## src/rtl/hilo_muldiv_unit_if.sv

```systemverilog
`default_nettype none
// ============================================================================
//  Module   : hilo_muldiv_unit_if
//  Brief    : Operation/result bundle between the execute stage and the
//             HI/LO multiply-divide unit.
//  Revision : 1.0  initial release
// ============================================================================
interface hilo_muldiv_unit_if #(
  parameter int XLEN = 32
);
  logic            op_valid;
  logic [5:0]      AluControl;
  logic [XLEN-1:0] rs_val;
  logic [XLEN-1:0] rt_val;
  logic            flush;
  logic            busy;
  logic            done;
  logic            div_zero;
  logic [XLEN-1:0] mf_result;
  logic [XLEN-1:0] hi;
  logic [XLEN-1:0] lo;

  // Execute stage side: issues operations, observes status and results
  modport master (
    output op_valid, AluControl, rs_val, rt_val, flush,
    input  busy, done, div_zero, mf_result, hi, lo
  );

  // Unit side
  modport slave (
    input  op_valid, AluControl, rs_val, rt_val, flush,
    output busy, done, div_zero, mf_result, hi, lo
  );
endinterface
`default_nettype wire

```

## src/rtl/hilo_muldiv_unit.sv

```systemverilog
`default_nettype none
// ============================================================================
//  Module   : hilo_muldiv_unit
//  Brief    : HI/LO register owner with iterative mult/multu/div/divu
//             (XLEN calc cycles + 1 sign-fix cycle) and mfhi/mflo/mthi/mtlo.
//  Revision : 1.0  initial release
// ============================================================================
module hilo_muldiv_unit #(
  parameter int XLEN  = 32,
  parameter int CNT_W = 6
) (
  input  logic              clk,
  input  logic              rst_n,
  hilo_muldiv_unit_if.slave bus
);

  localparam logic [1:0] S_IDLE = 2'd0;
  localparam logic [1:0] S_CALC = 2'd1;
  localparam logic [1:0] S_FIX  = 2'd2;

  localparam logic [5:0] OP_MFHI  = 6'd16;
  localparam logic [5:0] OP_MTHI  = 6'd17;
  localparam logic [5:0] OP_MFLO  = 6'd18;
  localparam logic [5:0] OP_MTLO  = 6'd19;
  localparam logic [5:0] OP_MULT  = 6'd24;
  localparam logic [5:0] OP_MULTU = 6'd25;
  localparam logic [5:0] OP_DIV   = 6'd26;
  localparam logic [5:0] OP_DIVU  = 6'd27;

  logic [1:0]        state_q,    state_d;
  logic [CNT_W-1:0]  cnt_q,      cnt_d;
  logic              is_div_q,   is_div_d;
  logic              neg_res_q,  neg_res_d;
  logic              neg_rem_q,  neg_rem_d;
  logic              dz_q,       dz_d;
  logic [XLEN-1:0]   b_q,        b_d;
  logic [2*XLEN-1:0] acc_q,      acc_d;
  logic [XLEN-1:0]   hi_q,       hi_d;
  logic [XLEN-1:0]   lo_q,       lo_d;
  logic              done_q,     done_d;
  logic              div_zero_q, div_zero_d;

  logic busy;
  logic code_ok;
  logic accept;
  logic op_signed;
  logic op_is_div;
  logic sign_a;
  logic sign_b;
  logic [XLEN-1:0] mag_a;
  logic [XLEN-1:0] mag_b;

  assign busy    = (state_q != S_IDLE);
  assign code_ok = (bus.AluControl inside {OP_MFHI, OP_MTHI, OP_MFLO, OP_MTLO,
                                           OP_MULT, OP_MULTU, OP_DIV, OP_DIVU});
  assign accept  = bus.op_valid && !busy && !bus.flush && code_ok;

  // Even codes of the mult/div group are the signed variants; bit 1 selects divide
  assign op_signed = ~bus.AluControl[0];
  assign op_is_div = bus.AluControl[1];
  assign sign_a    = op_signed & bus.rs_val[XLEN-1];
  assign sign_b    = op_signed & bus.rt_val[XLEN-1];
  assign mag_a     = sign_a ? -bus.rs_val : bus.rs_val;
  assign mag_b     = sign_b ? -bus.rt_val : bus.rt_val;

  // Shift-add step: acc = {partial product, unconsumed multiplier bits}
  logic [XLEN:0]     mul_sum;
  logic [2*XLEN-1:0] mul_next;
  assign mul_sum  = {1'b0, acc_q[2*XLEN-1:XLEN]} + (acc_q[0] ? {1'b0, b_q} : '0);
  assign mul_next = {mul_sum, acc_q[XLEN-1:1]};

  // Restoring divide step: acc = {partial remainder, dividend/quotient bits}
  logic [XLEN:0]     rem_sh;
  logic              rem_ge;
  logic [XLEN-1:0]   rem_sub;
  logic [XLEN-1:0]   rem_new;
  logic [2*XLEN-1:0] div_next;
  assign rem_sh   = acc_q[2*XLEN-1:XLEN-1];
  assign rem_ge   = (rem_sh >= {1'b0, b_q});
  assign rem_sub  = rem_sh[XLEN-1:0] - b_q;
  assign rem_new  = rem_ge ? rem_sub : rem_sh[XLEN-1:0];
  assign div_next = {rem_new, acc_q[XLEN-2:0], rem_ge};

  // Sign-corrected results presented during the FIX cycle
  logic [2*XLEN-1:0] prod_fix;
  logic [XLEN-1:0]   quo_fix;
  logic [XLEN-1:0]   rem_fix;
  assign prod_fix = neg_res_q ? -acc_q : acc_q;
  assign quo_fix  = dz_q ? '1 : (neg_res_q ? -acc_q[XLEN-1:0] : acc_q[XLEN-1:0]);
  assign rem_fix  = neg_rem_q ? -acc_q[2*XLEN-1:XLEN] : acc_q[2*XLEN-1:XLEN];

  // Next-state logic: accept/issue, iterate, sign-fix and write back, flush override
  always_comb begin
    state_d    = state_q;
    cnt_d      = cnt_q;
    is_div_d   = is_div_q;
    neg_res_d  = neg_res_q;
    neg_rem_d  = neg_rem_q;
    dz_d       = dz_q;
    b_d        = b_q;
    acc_d      = acc_q;
    hi_d       = hi_q;
    lo_d       = lo_q;
    done_d     = 1'b0;
    div_zero_d = 1'b0;

    case (state_q)
      S_IDLE: begin
        if (accept) begin
          case (bus.AluControl)
            OP_MTHI: hi_d = bus.rs_val;
            OP_MTLO: lo_d = bus.rs_val;
            OP_MULT, OP_MULTU, OP_DIV, OP_DIVU: begin
              state_d   = S_CALC;
              cnt_d     = CNT_W'(XLEN);
              is_div_d  = op_is_div;
              neg_res_d = sign_a ^ sign_b;
              neg_rem_d = sign_a;
              dz_d      = op_is_div && (bus.rt_val == '0);
              if (op_is_div) begin
                acc_d = {{XLEN{1'b0}}, mag_a};
                b_d   = mag_b;
              end else begin
                acc_d = {{XLEN{1'b0}}, mag_b};
                b_d   = mag_a;
              end
            end
            default: ;
          endcase
        end
      end
      S_CALC: begin
        acc_d = is_div_q ? div_next : mul_next;
        cnt_d = cnt_q - CNT_W'(1);
        if (cnt_q == CNT_W'(1)) state_d = S_FIX;
      end
      S_FIX: begin
        state_d = S_IDLE;
        done_d  = 1'b1;
        if (is_div_q) begin
          lo_d       = quo_fix;
          hi_d       = rem_fix;
          div_zero_d = dz_q;
        end else begin
          {hi_d, lo_d} = prod_fix;
        end
      end
      default: state_d = S_IDLE;
    endcase

    // Flush cancels everything in flight and suppresses any write-back
    if (bus.flush) begin
      state_d    = S_IDLE;
      cnt_d      = '0;
      hi_d       = hi_q;
      lo_d       = lo_q;
      done_d     = 1'b0;
      div_zero_d = 1'b0;
    end
  end

  // State and architectural registers, asynchronously cleared
  always_ff @(posedge clk or negedge rst_n) begin
    if (!rst_n) begin
      state_q    <= S_IDLE;
      cnt_q      <= '0;
      is_div_q   <= 1'b0;
      neg_res_q  <= 1'b0;
      neg_rem_q  <= 1'b0;
      dz_q       <= 1'b0;
      b_q        <= '0;
      acc_q      <= '0;
      hi_q       <= '0;
      lo_q       <= '0;
      done_q     <= 1'b0;
      div_zero_q <= 1'b0;
    end else begin
      state_q    <= state_d;
      cnt_q      <= cnt_d;
      is_div_q   <= is_div_d;
      neg_res_q  <= neg_res_d;
      neg_rem_q  <= neg_rem_d;
      dz_q       <= dz_d;
      b_q        <= b_d;
      acc_q      <= acc_d;
      hi_q       <= hi_d;
      lo_q       <= lo_d;
      done_q     <= done_d;
      div_zero_q <= div_zero_d;
    end
  end

  assign bus.busy      = busy;
  assign bus.done      = done_q;
  assign bus.div_zero  = div_zero_q;
  assign bus.hi        = hi_q;
  assign bus.lo        = lo_q;
  assign bus.mf_result = (bus.op_valid && !busy && bus.AluControl == OP_MFHI) ? hi_q :
                         (bus.op_valid && !busy && bus.AluControl == OP_MFLO) ? lo_q : '0;

endmodule
`default_nettype wire

```

## src/flat_wrapper.sv

```systemverilog
// flat-port wrapper written by rule: the top's interface ports become plain ports
module hilo_muldiv_unit_flat 
#(
  parameter int XLEN  = 32,
  parameter int CNT_W = 6
)
  (clk, rst_n, bus_op_valid, bus_AluControl, bus_rs_val, bus_rt_val, bus_flush, bus_busy, bus_done, bus_div_zero, bus_mf_result, bus_hi, bus_lo);
  hilo_muldiv_unit_if #(.XLEN(XLEN)) bus_i ();
  input  logic clk;
  input  logic rst_n;
  input wire logic [$bits(bus_i.op_valid)-1:0] bus_op_valid;
  input wire logic [$bits(bus_i.AluControl)-1:0] bus_AluControl;
  input wire logic [$bits(bus_i.rs_val)-1:0] bus_rs_val;
  input wire logic [$bits(bus_i.rt_val)-1:0] bus_rt_val;
  input wire logic [$bits(bus_i.flush)-1:0] bus_flush;
  output wire logic [$bits(bus_i.busy)-1:0] bus_busy;
  output wire logic [$bits(bus_i.done)-1:0] bus_done;
  output wire logic [$bits(bus_i.div_zero)-1:0] bus_div_zero;
  output wire logic [$bits(bus_i.mf_result)-1:0] bus_mf_result;
  output wire logic [$bits(bus_i.hi)-1:0] bus_hi;
  output wire logic [$bits(bus_i.lo)-1:0] bus_lo;
  assign bus_i.op_valid = bus_op_valid;
  assign bus_i.AluControl = bus_AluControl;
  assign bus_i.rs_val = bus_rs_val;
  assign bus_i.rt_val = bus_rt_val;
  assign bus_i.flush = bus_flush;
  assign bus_busy = bus_i.busy;
  assign bus_done = bus_i.done;
  assign bus_div_zero = bus_i.div_zero;
  assign bus_mf_result = bus_i.mf_result;
  assign bus_hi = bus_i.hi;
  assign bus_lo = bus_i.lo;
  hilo_muldiv_unit #(.XLEN(XLEN), .CNT_W(CNT_W)) u_core (.clk(clk), .rst_n(rst_n), .bus(bus_i));
endmodule
```

## config.mk

```make
export PLATFORM = sky130hd
export DESIGN_NAME = hilo_muldiv_unit_flat
export DESIGN_NICKNAME = d
export VERILOG_FILES = /design/src/rtl/hilo_muldiv_unit_if.sv /design/src/rtl/hilo_muldiv_unit.sv /design/src/flat_wrapper.sv
export SDC_FILE = /design/constraint.sdc
export NUM_CORES = 1
export LEC_CHECK = 0
export BUFFER_PORTS_ARGS = -buffer_cell sky130_fd_sc_hd__buf_2
export CORE_MARGIN = 2
export CORE_UTILIZATION = 55
export DETAILED_ROUTE_END_ITERATION = 10
export PLACE_DENSITY = 0.81
export SLEW_MARGIN = 10
export SYNTH_ARGS = -nofsm -noshare
export SYNTH_HDL_FRONTEND = slang
export SYNTH_SLANG_ARGS = --single-unit
```

## constraint.sdc

```tcl
create_clock -name clk -period 3.15 [get_ports clk]
set_input_delay 0.315 -clock clk [delete_from_list [all_inputs] [get_ports clk]]
set_output_delay 0.315 -clock clk [all_outputs]
set_load 0.02 [all_outputs]
```

# Word-level counts from Yosys, hierarchy flattened
# Cells that the tools add are included.
[totals] n_memories=0 latch_bits=0 ff_bits=174 wordCells=104 ramBits=0 romBits=0
[op_classes] n_eq_ne=18 shifts=0 n_bitwise=5 muxes=38 mul=0 order_cmp=1 n_div=0 n_addsub=8 reduce_logical=22
[ops] operator="$mux 32" count=17
[ops] operator="$mux 64" count=4
[ops] operator="$neg 32->32" count=4
[ops] operator="$pmux 32 s2" count=2
[ops] operator="$pmux 64 s2" count=1
[ops] operator="$neg 64->64" count=1
[ops] operator="$eq 6x5->1 const B" count=8
[ops] operator="$add 32x33->33" count=1
[ops] operator="$ge 33x32->1" count=1
[ops] operator="$logic_not 32->1" count=1
[ops] operator="$sub 32x32->32" count=1
[ops] operator="$mux 6" count=3
[ops] operator="$pmux 6 s2" count=1
[ops] operator="$reduce_and 3->1" count=4
[ops] operator="$mux 2" count=4
[ops] operator="$reduce_and 4->1" count=2
[ops] operator="$reduce_bool 8->1" count=1
[ops] operator="$eq 6x1->1 const B" count=1
[ops] operator="$logic_and 1x1->1" count=6
[ops] operator="$ne 2x1->1 const B" count=3
[ops] operator="$ne 3x2->1 const B" count=2
[ops] operator="$reduce_bool 2->1" count=3
[ops] operator="$sub 6x1->6 const B" count=1
[ops] operator="$mux 1" count=5
[ops] operator="12 further kinds" count=15

# Depth between registers and ports, before layout
[logic_depth] depth_word=8 mapped_depth=14

# Least setup slack after synthesis
# Ideal clock, no wire load.
[synth_timing] kind="register to register" from="register u_core.acc_q[0]" to="register u_core.acc_q[62]" required_ps=3020 t_arrival_ps=2948 setup_slack_ps=71 n_path_buf=1 setup_ps=130 period_less_slack_ps=3079 stages_incl_launch_ff=14 path_cell_list="dfrtp_1 > inv_1 > clkbuf_1 > nor2_1 > ha_1 > a41oi_1 > o221ai_1 > a21oi_1 > o21ai_0 > a21oi_1 > o31ai_1 > or3_1 > a32oi_1 > o21ai_0"
[synth_between] elab_chain_len=4
[synth_rtl] element="start: declaration" line="hilo_muldiv_unit.sv:37" text="logic [2*XLEN-1:0] acc_q, acc_d;"
[synth_rtl] element="start signal: assignment" line="hilo_muldiv_unit.sv:172" text="acc_q <= '0;"
[synth_rtl] element="start signal: assignment" line="hilo_muldiv_unit.sv:185" text="acc_q <= acc_d;"
[synth_rtl] element="$mux 32" line="hilo_muldiv_unit.sv:69" text="assign mul_sum = {1'b0, acc_q[2*XLEN-1:XLEN]} + (acc_q[0] ? {1'b0, b_q} : '0);"
[synth_rtl] element="$add 32x33->33" line="hilo_muldiv_unit.sv:69"
[synth_rtl] element="$mux 64" line="hilo_muldiv_unit.sv:133" text="acc_d = is_div_q ? div_next : mul_next;"
[synth_rtl] element="$pmux 64 s2" line="hilo_muldiv_unit.sv:107" text="case (state_q)"
# No other way between the ends.
# A chain may end at the register's enable or synchronous reset.

# Worst setup path after layout
[layout_timing] from="register u_core.acc_q[32]" to="register u_core.acc_q[0]"
[layout_between] elab_chain_len=3
[layout_rtl] element="$ge 33x32->1" line="hilo_muldiv_unit.sv:79" text="assign rem_ge = (rem_sh >= {1'b0, b_q});"
[layout_rtl] element="$mux 64" line="hilo_muldiv_unit.sv:133"
[layout_rtl] element="$pmux 64 s2" line="hilo_muldiv_unit.sv:107"
# No other way between the ends.

==> results.md <==
Die:
- The die covers between 20000 and 30000 sq um.
- The initialized floorplan defines 61 standard-cell rows.
- For this design the top-level I/O count stands at 173.
- The placeable core region is between 20000 and 30000 sq um.
- The die height is 173 um.
- The initial standard-cell utilization of the core is 0.561.
- The die width is 173 um.

STA:
- Static timing analysis puts the maximum clock frequency at 317 MHz.
- The smallest clock period supported by the final layout is computed as around 3.2 ns.
- The fraction of the cycle the final worst path needs is 1.00.
- The worst slew margin relative to its limit is 0.317.
- Between clock sinks in the finished design, the worst skew comes to 0.0190 ns.
- The number of max-slew violations in the final report is 0.
- Setup repair after global routing could not meet its margin everywhere.
- For the pin with the worst max-slew slack, the measured transition is 1.02 ns.
- Once routing completed, OpenROAD measured the worst setup slack at -0.00636 ns.
- The count of final setup violators is 1.
- The final-report hold violation count is 0.

Route:
- In the final routed layout, each cell accounts on average for 22.9 um.
- The count of antenna-violating nets left after detailed routing is 0.
- After detailed routing, the total wire length is 61500 um.
- The remaining routing DRC violations is 0.
- The via-per-instance ratio is between 6 and 7.
- The first routing iteration left around 2600 violations.
- The via count of the routed design is about 18000.
- For this run, the detailed router's first-pass iteration total came to 6.

CTS:
- TritonCTS built the clock tree.
- The sink count of the clock tree is 174.
- The number of clock buffers inserted by TritonCTS is 17.
- The H-tree generated during clock tree synthesis spans 4 levels.
- The clock latency at the later pin of the worst-skew pair is 0.45 ns.
- The clock-pin slew of the registers on the worst-case setup and hold paths is 0.08 ns.
- The master cell of the clock root buffer is sky130_fd_sc_hd__clkbuf_16.
- The number of buffers between clock root and the deepest sink is 2.

Yosys:
- The library cell with the largest summed area after synthesis is sky130_fd_sc_hd__dfrtp_1.
- The most frequently used flop master after synthesis is sky130_fd_sc_hd__dfrtp_1.
- The average instance area after synthesis is 7.68 sq um.
- After synthesis the cells add up to 15600 sq um.
- Counting flops with a built-in enable in the synthesized netlist gives 0.
- The fraction of registers with async set or reset after synthesis is 1.00.
- The unique cell type count in the Yosys netlist is 77.
- Counting every net in the synthesized netlist gives 2180.
- By area the synthesized netlist is led by sky130_fd_sc_hd__dfrtp_1, sky130_fd_sc_hd__o21ai_0, sky130_fd_sc_hd__xnor2_1, sky130_fd_sc_hd__ha_1, sky130_fd_sc_hd__mux2i_1.
- The fraction of post-synthesis cell area in the top cell type by area is 0.279.
- The synthesized instance count is 2034.
- Of the synthesized area, sequential elements account for 0.279.
- The register bit total from synthesis is 174.
- The Yosys step of the flow raised 0 warnings.

Run status:
- The run finished, with violations left.
- The checks that failed: negative setup slack.

Worst hold path:
- The worst hold path begins at bus_rt_val[30].
- The tightest min-delay check is of the in2reg type.

Pwr:
- The design draws 15.5 mW.
- The worst-case IR drop observed on VDD is about 460 uV.
- The analysis attributes to cell leakage a power of 8.62 nW.
- The power density normalized to cell area is 827 nW/um^2.

Layout:
- In the final layout, the share of cells above drive strength 1 is 0.204.
- For this run, the share of the core covered by cells in the final layout is 0.674.
- The final layout contains 2439 nets.
- The area growth from synthesis to layout is 20.2%.
- 0 antenna diodes ended up in the layout.

Place:
- The post-placement worst setup slack is -0.00601 ns.
- During placement, the flow inserted port buffers numbering 172.
- The wire-length estimate of the detail-placed layout is 47900 um.
- Routability-driven placement finished with a final weighted congestion of 1.10.

Worst setup path:
- Data arrives at the worst endpoint at 3.45 ns.
- The largest fanout of any net on the critical path is 9.
- STA classifies the critical path startpoint as a flip-flop.
- The launch point of the worst reg-to-reg path is u_core.acc_q[32].
- By startpoint and endpoint, the worst setup path is classified as reg2reg.
- For the worst setup path, the data required time is 3.45 ns.
- The worst setup path is captured at a flip-flop.
- In this run the worst setup path begins at u_core.acc_q[32].

Global routing:
- The initial antenna violation count is 0.
- For this run, the total global-route usage over all layers was measured as 0.402.
- The number of global-route vias before repair was 16400.
- The maximum number of pins on one net before global-route repair is approximately 120.
- The final global-route overflow total is 0.
- The first global-routing pass estimated 94300 um of wire.

Flow run:
- Across the run, the number of max-cap violations was 0.
report_power, final:
part | switching (mW) | internal [mW] | leakage, nW
clock network | 1.09 | 1.09 | 0.287
logic | 5.87 | 4.25 | 6.13
registers | 0.538 | 2.69 | 2.20
total | 7.50 | 8.03 | 8.62
cells by family after synthesis:
kind of cell | count (synthesis) | synth area share
flops | 174 | 0.279
compound gates | 669 | 0.261
mux | 91 | 0.0586
buf+inv | 192 | 0.0475
xor+xnor | 170 | 0.0953
simple gates | 666 | 0.200
fa+ha+maj | 72 | 0.0586
stage by stage:
stage,setup TNS [ns],instance area (sq um),hold WS [ns],std cells
after global placement,-0.0291,17900,0.303,2641
after CTS,0,18500,0.0914,2676
after global routing,-0.205,18800,0.105,2684
final,-0.00636,18800,0.104,2684
after floorplan,0,15600,0.0194,2034
after detailed placement,-0.00601,17900,0.318,2641
flip-flops by register name (all words and copies together) (netlist names), 2 cells and up:
| signal | cells |
|---|---|
| u_core.b_q | 32 |
| u_core.bus.lo | 32 |
| u_core.acc_q | 64 |
| u_core.cnt_q | 6 |
| u_core.state_q | 2 |
| u_core.bus.hi | 32 |
routing by layer:
| layer | up-vias | routed length, um | track usage |
|---|---|---|---|
| met5 | - | 0 | 0 |
| met4 | 0 | 3030 | 0.172 |
| met3 | 229 | 7940 | 0.109 |
| met2 | 1276 | 26800 | 0.612 |
| met1 | 8317 | 23800 | 0.540 |
| li1 | 7872 | - | - |
Yosys cell counts (all sizes together) (9+ instances only):
master  number
xor2        67
mux2i       87
clkbuf      98
o31ai       26
or4         19
xnor2      103
o21ai      234
nor2       219
o211ai      10
nor2b       12
nand3       42
a31oi       18
a211oi      20
inv         67
nor3        34
nand2b      18
o41ai       17
o221ai      15
o22a         9
a22oi       17
nand4       15
dfrtp      174
nand2      220
or3         28
a21o        40
buf         27
a21oi      170
ha          70
o21a        11
o22ai       42
nor4        18
worst paths after layout:
check,end,slack (ns),cells past startpoint
hold / removal,u_core.dz_q,0.10,2
setup reg to reg,u_core.acc_q[0],-0.006,12
min in group asynchronous,u_core.cnt_q[1],0.40,2
max in group asynchronous,u_core.acc_q[13],1.94,3
hold reg to reg,u_core.b_q[2],0.49,2
setup / recovery,u_core.acc_q[0],-0.006,12
cells in the final DEF (no fill, tap or decap), drive strengths merged, types with 70 or more instances in the layout:
cell   instances
buf          364
o21ai        234
nand2        220
nor2         219
dfrtp        174
a21oi        170
xnor2        103
mux2i         87
inv           77
ha            70
layout make-up:
cell class / count / area, sq um
multi-input combinational: 1668 / 10700
fill: 2359 / 9080
sequential: 174 / 4360
timing repair buffer: 365 / 2370
tap: 378 / 473
clock buffer: 19 / 443
inverter: 67 / 251
clock inverter: 13 / 136
worst max-delay path, cell delays in order, from the launching register on:
cell and delay [ns]:
sky130_fd_sc_hd__dfrtp_1 0.48, sky130_fd_sc_hd__ha_1 0.38, sky130_fd_sc_hd__nor2b_1 0.17, sky130_fd_sc_hd__o21bai_1 0.25, sky130_fd_sc_hd__nand2_1 0.14, sky130_fd_sc_hd__o31a_1 0.29
sky130_fd_sc_hd__a21oi_1 0.15, sky130_fd_sc_hd__buf_4 0.16, sky130_fd_sc_hd__a211o_1 0.17, sky130_fd_sc_hd__buf_4 0.21, sky130_fd_sc_hd__a311oi_2 0.12, sky130_fd_sc_hd__o21ai_0 0.30
sky130_fd_sc_hd__o21ai_0 0.19
timing repair:
item,CTS,global route
hold buffers,1,0
pin swaps,2,20
endpoints found under the hold margin,50,0
endpoints found under the setup margin,2,47
buffers inserted,2,8
resized for setup,1,49
Note: power is estimated with default switching activity, not from simulation.
